[config.mk]
export PLATFORM = sky130hd
export DESIGN_NAME = sd_cmd_resp
export DESIGN_NICKNAME = d
export VERILOG_FILES = /design/src/rtl/sd_pkg.sv /design/src/rtl/sd_crc7.sv /design/src/rtl/sd_cmd_resp.sv
export SDC_FILE = /design/constraint.sdc
export NUM_CORES = 1
export LEC_CHECK = 0
export BUFFER_PORTS_ARGS = -buffer_cell sky130_fd_sc_hd__buf_2
export CORE_ASPECT_RATIO = 0.8
export CORE_MARGIN = 8
export CORE_UTILIZATION = 55
export DETAILED_ROUTE_END_ITERATION = 8
export PLACE_DENSITY = 0.85
export SYNTH_ARGS = -nofsm -noshare
export SYNTH_HDL_FRONTEND = slang
export SYNTH_HIERARCHICAL = 1
export SYNTH_SLANG_ARGS = --single-unit
[constraint.sdc]
create_clock -name clk -period 5.3 [get_ports clk]
set_input_delay 0.53 -clock clk [delete_from_list [all_inputs] [get_ports clk]]
set_output_delay 0.53 -clock clk [all_outputs]
set_load 0.02 [all_outputs]
[src/rtl/sd_pkg.sv]
// Shared types and constants for the SPI-mode SD command engine.
package sd_pkg;

  typedef enum logic [2:0] {IDLE, SEND, WAIT, RECV, DONE} state_t;

  localparam int FRAME_BITS = 48;
  localparam int R1_BITS    = 8;
  localparam int R37_BITS   = 40;

  localparam logic [5:0] CMD0  = 6'd0;
  localparam logic [5:0] CMD8  = 6'd8;
  localparam logic [5:0] CMD41 = 6'd41;
  localparam logic [5:0] CMD55 = 6'd55;
  localparam logic [5:0] CMD58 = 6'd58;

  // Fixed CRC7 values; CMD0/CMD8 are the only commands a card checks in SPI mode.
  localparam logic [6:0] CRC7_CMD0    = 7'h4A;
  localparam logic [6:0] CRC7_CMD8    = 7'h43;
  localparam logic [6:0] CRC7_DEFAULT = 7'h7F;

  function automatic logic is_long_resp(input logic [5:0] idx);
    return (idx == CMD8) || (idx == CMD58);
  endfunction

  function automatic logic [6:0] fixed_crc7(input logic [5:0] idx);
    case (idx)
      CMD0:                 return CRC7_CMD0;
      CMD8:                 return CRC7_CMD8;
      CMD41, CMD55, CMD58:  return CRC7_DEFAULT;
      default:              return CRC7_DEFAULT;
    endcase
  endfunction

endpackage

[src/rtl/sd_crc7.sv]
// Combinational CRC7 (x^7 + x^3 + 1, init 0) over a 40-bit command header, MSB first.
module sd_crc7 (
  input  logic [39:0] i_data,
  output logic [6:0]  o_crc
);

  always_comb begin
    o_crc = '0;
    for (int i = 39; i >= 0; i--) begin
      o_crc = {o_crc[5:0], 1'b0} ^ ({7{i_data[i] ^ o_crc[6]}} & 7'h09);
    end
  end

endmodule

[src/rtl/sd_cmd_resp.sv]
// SPI-mode SD command engine: sends a 48-bit frame on DI, then hunts and captures the
// R1 / R3 / R7 response on DO. Define SD_CMD_CRC7_EN to compute CRC7 instead of fixed bytes.
module sd_cmd_resp
  import sd_pkg::*;
#(
  parameter int RESP_TIMEOUT = 64
) (
  input  logic        clk,
  input  logic        reset,
  input  logic [5:0]  index,
  input  logic [31:0] argument,
  input  logic        isStart,
  output logic        isBusy,
  output logic        isFinish,
  output logic        DI,
  input  logic        DO,
  output logic [39:0] response
);

  localparam int TO_W  = $clog2(RESP_TIMEOUT + 1);
  localparam int CNT_W = $clog2(FRAME_BITS);

  state_t                r_state;
  state_t                w_state_next;
  logic [FRAME_BITS-2:0] r_frame;
  logic [CNT_W-1:0]      r_bit_cnt;
  logic [TO_W-1:0]       r_wait_cnt;
  logic                  r_long;
  logic [R37_BITS-1:0]   r_rx;
  logic                  r_di;
  logic [R37_BITS-1:0]   r_response;

  logic [39:0]           w_header;
  logic [6:0]            w_crc7;
  logic [FRAME_BITS-1:0] w_frame;
  logic [CNT_W-1:0]      w_rx_len;
  logic [R37_BITS-1:0]   w_rx_next;
  logic                  w_rx_last;
  logic                  w_timeout;

  assign w_header = {2'b01, index, argument};

`ifdef SD_CMD_CRC7_EN
  sd_crc7 u_crc7 (
    .i_data (w_header),
    .o_crc  (w_crc7)
  );
`else
  assign w_crc7 = fixed_crc7(index);
`endif

  assign w_frame   = {w_header, w_crc7, 1'b1};
  assign w_rx_len  = r_long ? CNT_W'(R37_BITS) : CNT_W'(R1_BITS);
  assign w_rx_next = {r_rx[R37_BITS-2:0], DO};
  // r_bit_cnt holds bits already captured, so this is the final bit arriving now.
  assign w_rx_last = (r_bit_cnt == w_rx_len - 1'b1);
  assign w_timeout = (r_wait_cnt == TO_W'(RESP_TIMEOUT - 1));

  always_ff @(posedge clk) begin
    if (reset) r_state <= IDLE;
    else       r_state <= w_state_next;
  end

  always_comb begin
    // NOTE: every output gets a default first so no path through the case infers a latch.
    w_state_next = r_state;
    isBusy       = (r_state != IDLE);
    isFinish     = 1'b0;
    case (r_state)
      IDLE: if (isStart) w_state_next = SEND;
      SEND: if (r_bit_cnt == '0) w_state_next = WAIT;
      WAIT: begin
        if (!DO)            w_state_next = RECV;
        else if (w_timeout) w_state_next = DONE;
      end
      RECV: if (w_rx_last) w_state_next = DONE;
      DONE: begin
        isFinish = 1'b1;
        if (!isStart) w_state_next = IDLE;
      end
      default: w_state_next = IDLE;
    endcase
  end

  // NOTE: sequential state uses non-blocking assignments so every register sees pre-edge values.
  always_ff @(posedge clk) begin
    if (reset) begin
      r_frame    <= '0;
      r_bit_cnt  <= '0;
      r_wait_cnt <= '0;
      r_long     <= 1'b0;
      r_rx       <= '0;
      r_di       <= 1'b1;
      r_response <= '1;
    end else begin
      case (r_state)
        IDLE: begin
          r_di <= 1'b1;
          if (isStart) begin
            r_di      <= w_frame[FRAME_BITS-1];
            r_frame   <= w_frame[FRAME_BITS-2:0];
            r_long    <= is_long_resp(index);
            r_bit_cnt <= CNT_W'(FRAME_BITS - 1);
          end
        end
        SEND: begin
          if (r_bit_cnt == '0) begin
            r_di       <= 1'b1;
            r_wait_cnt <= '0;
          end else begin
            r_di      <= r_frame[FRAME_BITS-2];
            r_frame   <= {r_frame[FRAME_BITS-3:0], 1'b1};
            r_bit_cnt <= r_bit_cnt - 1'b1;
          end
        end
        WAIT: begin
          if (!DO) begin
            r_rx      <= w_rx_next;
            r_bit_cnt <= CNT_W'(1);
          end else if (w_timeout) begin
            r_response <= '1;
          end else begin
            r_wait_cnt <= r_wait_cnt + 1'b1;
          end
        end
        RECV: begin
          r_rx      <= w_rx_next;
          r_bit_cnt <= r_bit_cnt + 1'b1;
          if (w_rx_last)
            r_response <= r_long ? w_rx_next : {32'h0, w_rx_next[R1_BITS-1:0]};
        end
        default: ;
      endcase
    end
  end

  assign DI       = r_di;
  assign response = r_response;

endmodule

==> results of run 1 <==
## cell families after synthesis
logic type,Yosys count,share of synthesized area
DFF,144,0.488
adders and majority gates,4,0.00846
buffers and inverters,64,0.0453
and+or+nand+nor,312,0.225
AOI/OAI and AO/OA,172,0.212
xor gates and xnor gates,10,0.0148
muxes,4,0.00677
## how the worst max path moves through the flow
stage | cells after the start | slack (ns) | from | end
2_1_floorplan | 8 | 3.15 | r_state[1] | r_bit_cnt[5]
3_3_place_gp | 5 | 2.54 | r_state[0] | r_frame[4]
3_5_place_dp | 5 | 2.42 | r_state[0] | r_frame[4]
4_1_cts | 5 | 2.37 | r_state[0] | r_frame[42]
5_1_grt | 5 | 2.08 | r_state[0] | r_frame[4]
6_report | 5 | 2.32 | r_state[0] | r_frame[42]
## worst max-delay path: stages, from the launching register on
cell and delay (ns):
dfxtp_1 0.74, nor2_1 0.20, a311oi_4 0.84, buf_4 0.63
nor2_1 0.13, a311oi_1 0.31
## metrics by stage
step	total power, mW	utilization	instances	setup slack [ns]
3_3_place_gp	1.91	0.595	888	2.54
6_report	3.20	0.654	920	2.32
5_1_grt	3.37	0.654	920	2.08
3_5_place_dp	1.94	0.595	888	2.42
2_1_floorplan	1.81	-	710	3.15
4_1_cts	3.22	0.654	920	2.37
## cell usage in the layout (no fill, tap or decap), types with 3 or more instances in the layout
| master | n |
|---|---|
| a21oi_1 | 58 |
| bufinv_16 | 4 |
| clkinv_4 | 3 |
| a311oi_1 | 39 |
| nand2_1 | 195 |
| or3_1 | 6 |
| clkinv_2 | 3 |
| a2bb2oi_1 | 32 |
| mux2i_1 | 4 |
| and2_1 | 3 |
| a211oi_1 | 6 |
| buf_4 | 8 |
| o22a_1 | 7 |
| nand2b_1 | 8 |
| o21ai_0 | 8 |
| buf_2 | 83 |
| clkbuf_16 | 17 |
| nand3b_1 | 4 |
| inv_1 | 6 |
| nor3_1 | 7 |
| dfxtp_1 | 144 |
| nand3_1 | 7 |
| o221a_2 | 3 |
| ha_1 | 4 |
| nor2_1 | 65 |
| xnor2_1 | 8 |
## power groups by stage
| stage | Clock [mW] | Sequential [mW] | Combinational, mW |
|---|---|---|---|
| detailed placement | 0 | 1.33 | 0.613 |
| finish | 1.27 | 1.31 | 0.622 |
| CTS | 1.29 | 1.31 | 0.620 |
| global placement | 0 | 1.32 | 0.590 |
| floorplan | 0 | 1.28 | 0.522 |
| global route | 1.34 | 1.33 | 0.701 |
## layout make-up
type	instances	area [sq um]
Fill cell	887	3690
Inverter	7	26.3
Sequential cell	144	2880
Clock inverter	13	185
Multi-Input combinational cell	502	2790
Clock buffer	19	453
Timing Repair Buffer	91	475
Tap cell	144	180
## state kept, by name, indices dropped and copies added (netlist names)
name / count
r_state: 3
r_bit_cnt: 6
r_rx: 39
r_wait_cnt: 7
r_long: 1
DI: 1
r_frame: 47
response: 40
## layer usage
layer,global-route usage,wire [um]
met1,0.228,6130
met4,0.0785,205
met2,0.334,6590
met3,0.0543,764
met5,0,0
==> results_dict.tcl, run 1 <==
set metrics [dict create \
    dieArea_sq_mm 0.0143 \
    finalSetupViolations 0 \
    hpwl_um 9040 \
    period_needed_ns 2.98 \
    ctsHoldBuffers 0 \
    finalMaxSlewViolations 0 \
    cp_max_fo 66 \
    yosys_warnings 6 \
    hold_path.class "primary input to register" \
    slew_headroom 0.218 \
    tightest_slew_ns 1.17 \
    drtAntennaViolNets 0 \
    via_count 5156 \
    dpl_cell_area_sq_mm 0.00635 \
    drc 0 \
    hold_viol 0 \
    n_antenna_cell 0 \
    netlist_instances 710 \
    fin_area_sq_mm 0.00699 \
    maxCapViolations 0 \
    start_kind "register" \
    place_congestion 0.819 \
    dieHeight_um 109 \
    power_frac_comb 0.194 \
    rsz0062_at_grt "false" \
    cts_buffers 17 \
    synth_seq_cells 144 \
    start_util 0.554 \
    reg2reg_from "r_state[0]" \
    totalWireLength_um 13700 \
    ys_seq_area_frac 0.488 \
    vias_per_cell 5.60 \
    overflow 0 \
    status "complete, no violations" \
    first_global_vias 5071 \
    grt_max_degree 101 \
    whs_endpoint "r_frame[14]" \
    synthFlopType "dfxtp_1" \
    swShare 0.295 \
    io_pins 85 \
    worstReg2RegEnd "r_frame[42]" \
    area_growth_pct 18.2 \
    coreArea_sq_mm 0.0107 \
    synth_edf_count 0 \
    synth_cell_type_count 53 \
    synth_area_sq_mm 0.00591 \
    critical_path_arrival_ns 3.28 \
    synth.most_common_cell "nand2_1" \
    clk_latency_ns 0.41 \
    reg2reg_setup_slack_ns 2.32 \
    track_usage 0.194 \
    yosys-top-cells-area "dfxtp_1 (49%), nand2_1 (12%), a311oi_1 (5.8%), a21oi_1 (4.9%), a2bb2oi_1 (4.7%)" \
    antenna_found_initial 0 \
    tritoncts "done" \
    grt_first_pass_wirelength_um 23300 \
    drive_above_1_share 0.178 \
    fmax_mhz 336 \
    num_rows 34 \
    cts-root-buf "clkbuf_16" \
    finalCritPeriodShare 0.562 \
    worst-setup-path-type "register to register" \
    path_clk_slew_ns 0.06 \
    postCtsSetupBuffers 0 \
    p_int_mw 2.26 \
    die_w_um 132 \
    p_clk_frac 0.397 \
    max-vdd-ir-drop_mv 0.292 \
    io_buffers 84 \
    drtIter0Drc 416 \
    synth_top_area_cell "dfxtp_1" \
    routedWlPerCell_um 14.9 \
    worstHoldStart "argument[6]" \
    seqPwrFrac 0.409 \
    avgSynthCellArea_sq_um 8.33 \
    first_pass_iters 6 \
    synth_top_area_frac 0.488 \
    p_switching_mw 0.945 \
    worstPathRequired_ns 5.60 \
    finClkSkew_ns 0.00638 \
    reg2reg_depth 5 \
    end_kind "register" \
    synthArstFlopShare 0 \
    htree_levels 4 \
    cts_buffer_depth 2 \
    cts.sink_count 144 \
    setup-tns-final_ns 0 \
    whs_ns 0.379 \
    p_leak_nw 2.59 \
    netlist_top_cells_count "nand2_1 (195), dfxtp_1 (144), nor2_1 (65)" \
    synth_nets 756 \
    holdPathStages 3 \
    layout.nets 809 \
    cts_resized 0 \
    power_density_mw_per_mm2 459 \
]
Note: power is estimated with default switching activity, not from simulation.
==> run 2, diff against run 1 <==
- clock period: 5.3 -> 3 ns (I/O delays scaled with it)
==> run 2 against run 1 <==
  * Sequential power up 75%
  * Cell area up 0.18%
  * Flip-flop and latch count unchanged
  * Hold slack worse by 0.23 ns
  * First-iteration DRC count up 19%
  * Final cell count up 0.76%
  * Largest power group unchanged
  * Clock power up 66%
  * Register-to-register slack worse by 1.9 ns
  * Critical path type unchanged
  * Maximum frequency up 15%
  * Global-route usage up 0.80 points
  * Total power up 74%
==> results_dict.tcl, run 2 (synthesis results as in run 1) <==
set metrics [dict create \
    status "complete, no violations" \
    setup_ws_ns 0.415 \
    cts_buffer_depth 2 \
    n_fill_cell 877 \
    place_congestion 0.916 \
    final_util 0.656 \
    clk_latency_ns 0.41 \
    cp_max_fo 13 \
    end_kind "register" \
    p_switching_mw 1.70 \
    cts_buffers 17 \
    n_antenna_cell 0 \
    critical_path_arrival_ns 2.91 \
    hold_path.class "primary input to register" \
    startpoint "r_state[2]" \
    multi_input_area_sq_mm 0.00279 \
    drive_above_1_share 0.185 \
    dieArea_sq_mm 0.0143 \
    fmax_mhz 387 \
    grt_first_pass_wirelength_um 24000 \
    hold_viol 0 \
    place_ws_ns 0.488 \
    largest_reg_flops 47 \
    crit_end "r_bit_cnt[5]" \
    worstHoldStart "argument[2]" \
    top_register "r_frame" \
    area_growth_pct 18.4 \
    worstPathRequired_ns 3.32 \
    met3_usage 0.0626 \
    setup-tns-final_ns 0 \
    cts-root-buf "clkbuf_16" \
    drtAntennaViolNets 0 \
    die_w_um 132 \
    grtUsageMet2 0.348 \
    p_clk_frac 0.379 \
    first_global_vias 5156 \
    use_met1 0.236 \
    p_leak_nw 2.60 \
    num_rows 34 \
    cts_resized 0 \
    final_cell_mix "nand2_1 (195), dfxtp_1 (144), buf_2 (83)" \
    finalSetupViolations 0 \
    drc 0 \
    finalMaxSlewViolations 0 \
    drtIter0Drc 494 \
    seqPwrFrac 0.412 \
    p_total_mw 5.57 \
    htree_levels 4 \
    p_int_mw 3.87 \
    period_needed_ns 2.58 \
    ctsHoldBuffers 0 \
    antenna_found_initial 0 \
    busiest_layer "met2" \
    swShare 0.305 \
    slew_headroom 0.559 \
    overflow 0 \
    io_pins 85 \
    track_usage 0.202 \
    reg2reg_depth 7 \
    finalCritPeriodShare 0.862 \
    reg2reg_from "r_state[2]" \
    power_density_mw_per_mm2 795 \
    layout.nets 816 \
    layout_commonest_cell "nand2_1" \
    hpwl_um 9370 \
    regArea_sq_mm 0.00288 \
    start_util 0.554 \
    tritoncts "done" \
    dieHeight_um 109 \
    path_clk_slew_ns 0.06 \
    grt_max_degree 66 \
    finClkSkew_ns 0.00905 \
    reg2reg_setup_slack_ns 0.42 \
    first_pass_iters 5 \
    power_frac_comb 0.209 \
    coreArea_sq_mm 0.0107 \
    io_buffers 84 \
    routedWlPerCell_um 15.3 \
    worst-setup-path-type "register to register" \
    rsz0062_at_grt "false" \
    start_kind "register" \
    vias_per_cell 5.66 \
    postCtsSetupBuffers 0 \
    cts.sink_count 144 \
    max-vdd-ir-drop_mv 0.502 \
    via_count 5247 \
    totalWireLength_um 14200 \
    tightest_slew_ns 0.662 \
    worstReg2RegEnd "r_bit_cnt[5]" \
    maxCapViolations 0 \
]
run 2: changes by cell type in the layout (fill, tap and decap cells not counted):
cell        change
buf_4           +7
bufinv_16       -2
clkbuf_8        +1
clkinv_4        -3
clkinvlp_4      +2
inv_6           +2
run 2: area by class of cell:
cell class	count	share of cell area
clock buffers	20	0.0667
clock inverters	12	0.0188
inverters	7	0.00375
multi-input cells	502	0.398
flip-flops and latches	144	0.412
well taps	144	0.0257
repair buffers	98	0.0754
run 2: critical path: stages (launching register included):
cell,delay [ns]
dfxtp_1,0.62
and3b_1,0.33
inv_2,0.18
ha_1,0.30
or4b_2,0.61
o2111ai_1,0.12
a211oi_1,0.09
a211oi_1,0.25
run 2: worst min path at each step:
stage,cells past startpoint,end
final,3,r_frame[10]
after global routing,3,r_frame[34]
after CTS,3,r_frame[10]
after detailed placement,2,r_wait_cnt[6]
after global placement,2,r_wait_cnt[6]
after floorplan,2,r_wait_cnt[6]
run 2: through the flow:
stage,instances,hold WS [ns],instance area (sq um)
2_1_floorplan,710,0.403,5910
4_1_cts,927,0.138,7000
3_3_place_gp,895,0.412,6400
6_report,927,0.149,7000
5_1_grt,927,0.142,7000
3_5_place_dp,895,0.430,6400
run 2: power by group through the flow:
stage	clock, mW	sequential [mW]	combinational [mW]
floorplan	0	2.27	0.922
global placement	0	2.31	1.09
detailed placement	0	2.33	1.14
CTS	2.13	2.29	1.16
global route	2.23	2.31	1.30
finish	2.11	2.29	1.16
run 2: layer usage:
metal	wire length (um)	share of wire
met1	5970	0.42
met2	7170	0.51
met3	869	0.061
met4	177	0.012
met5	0	0
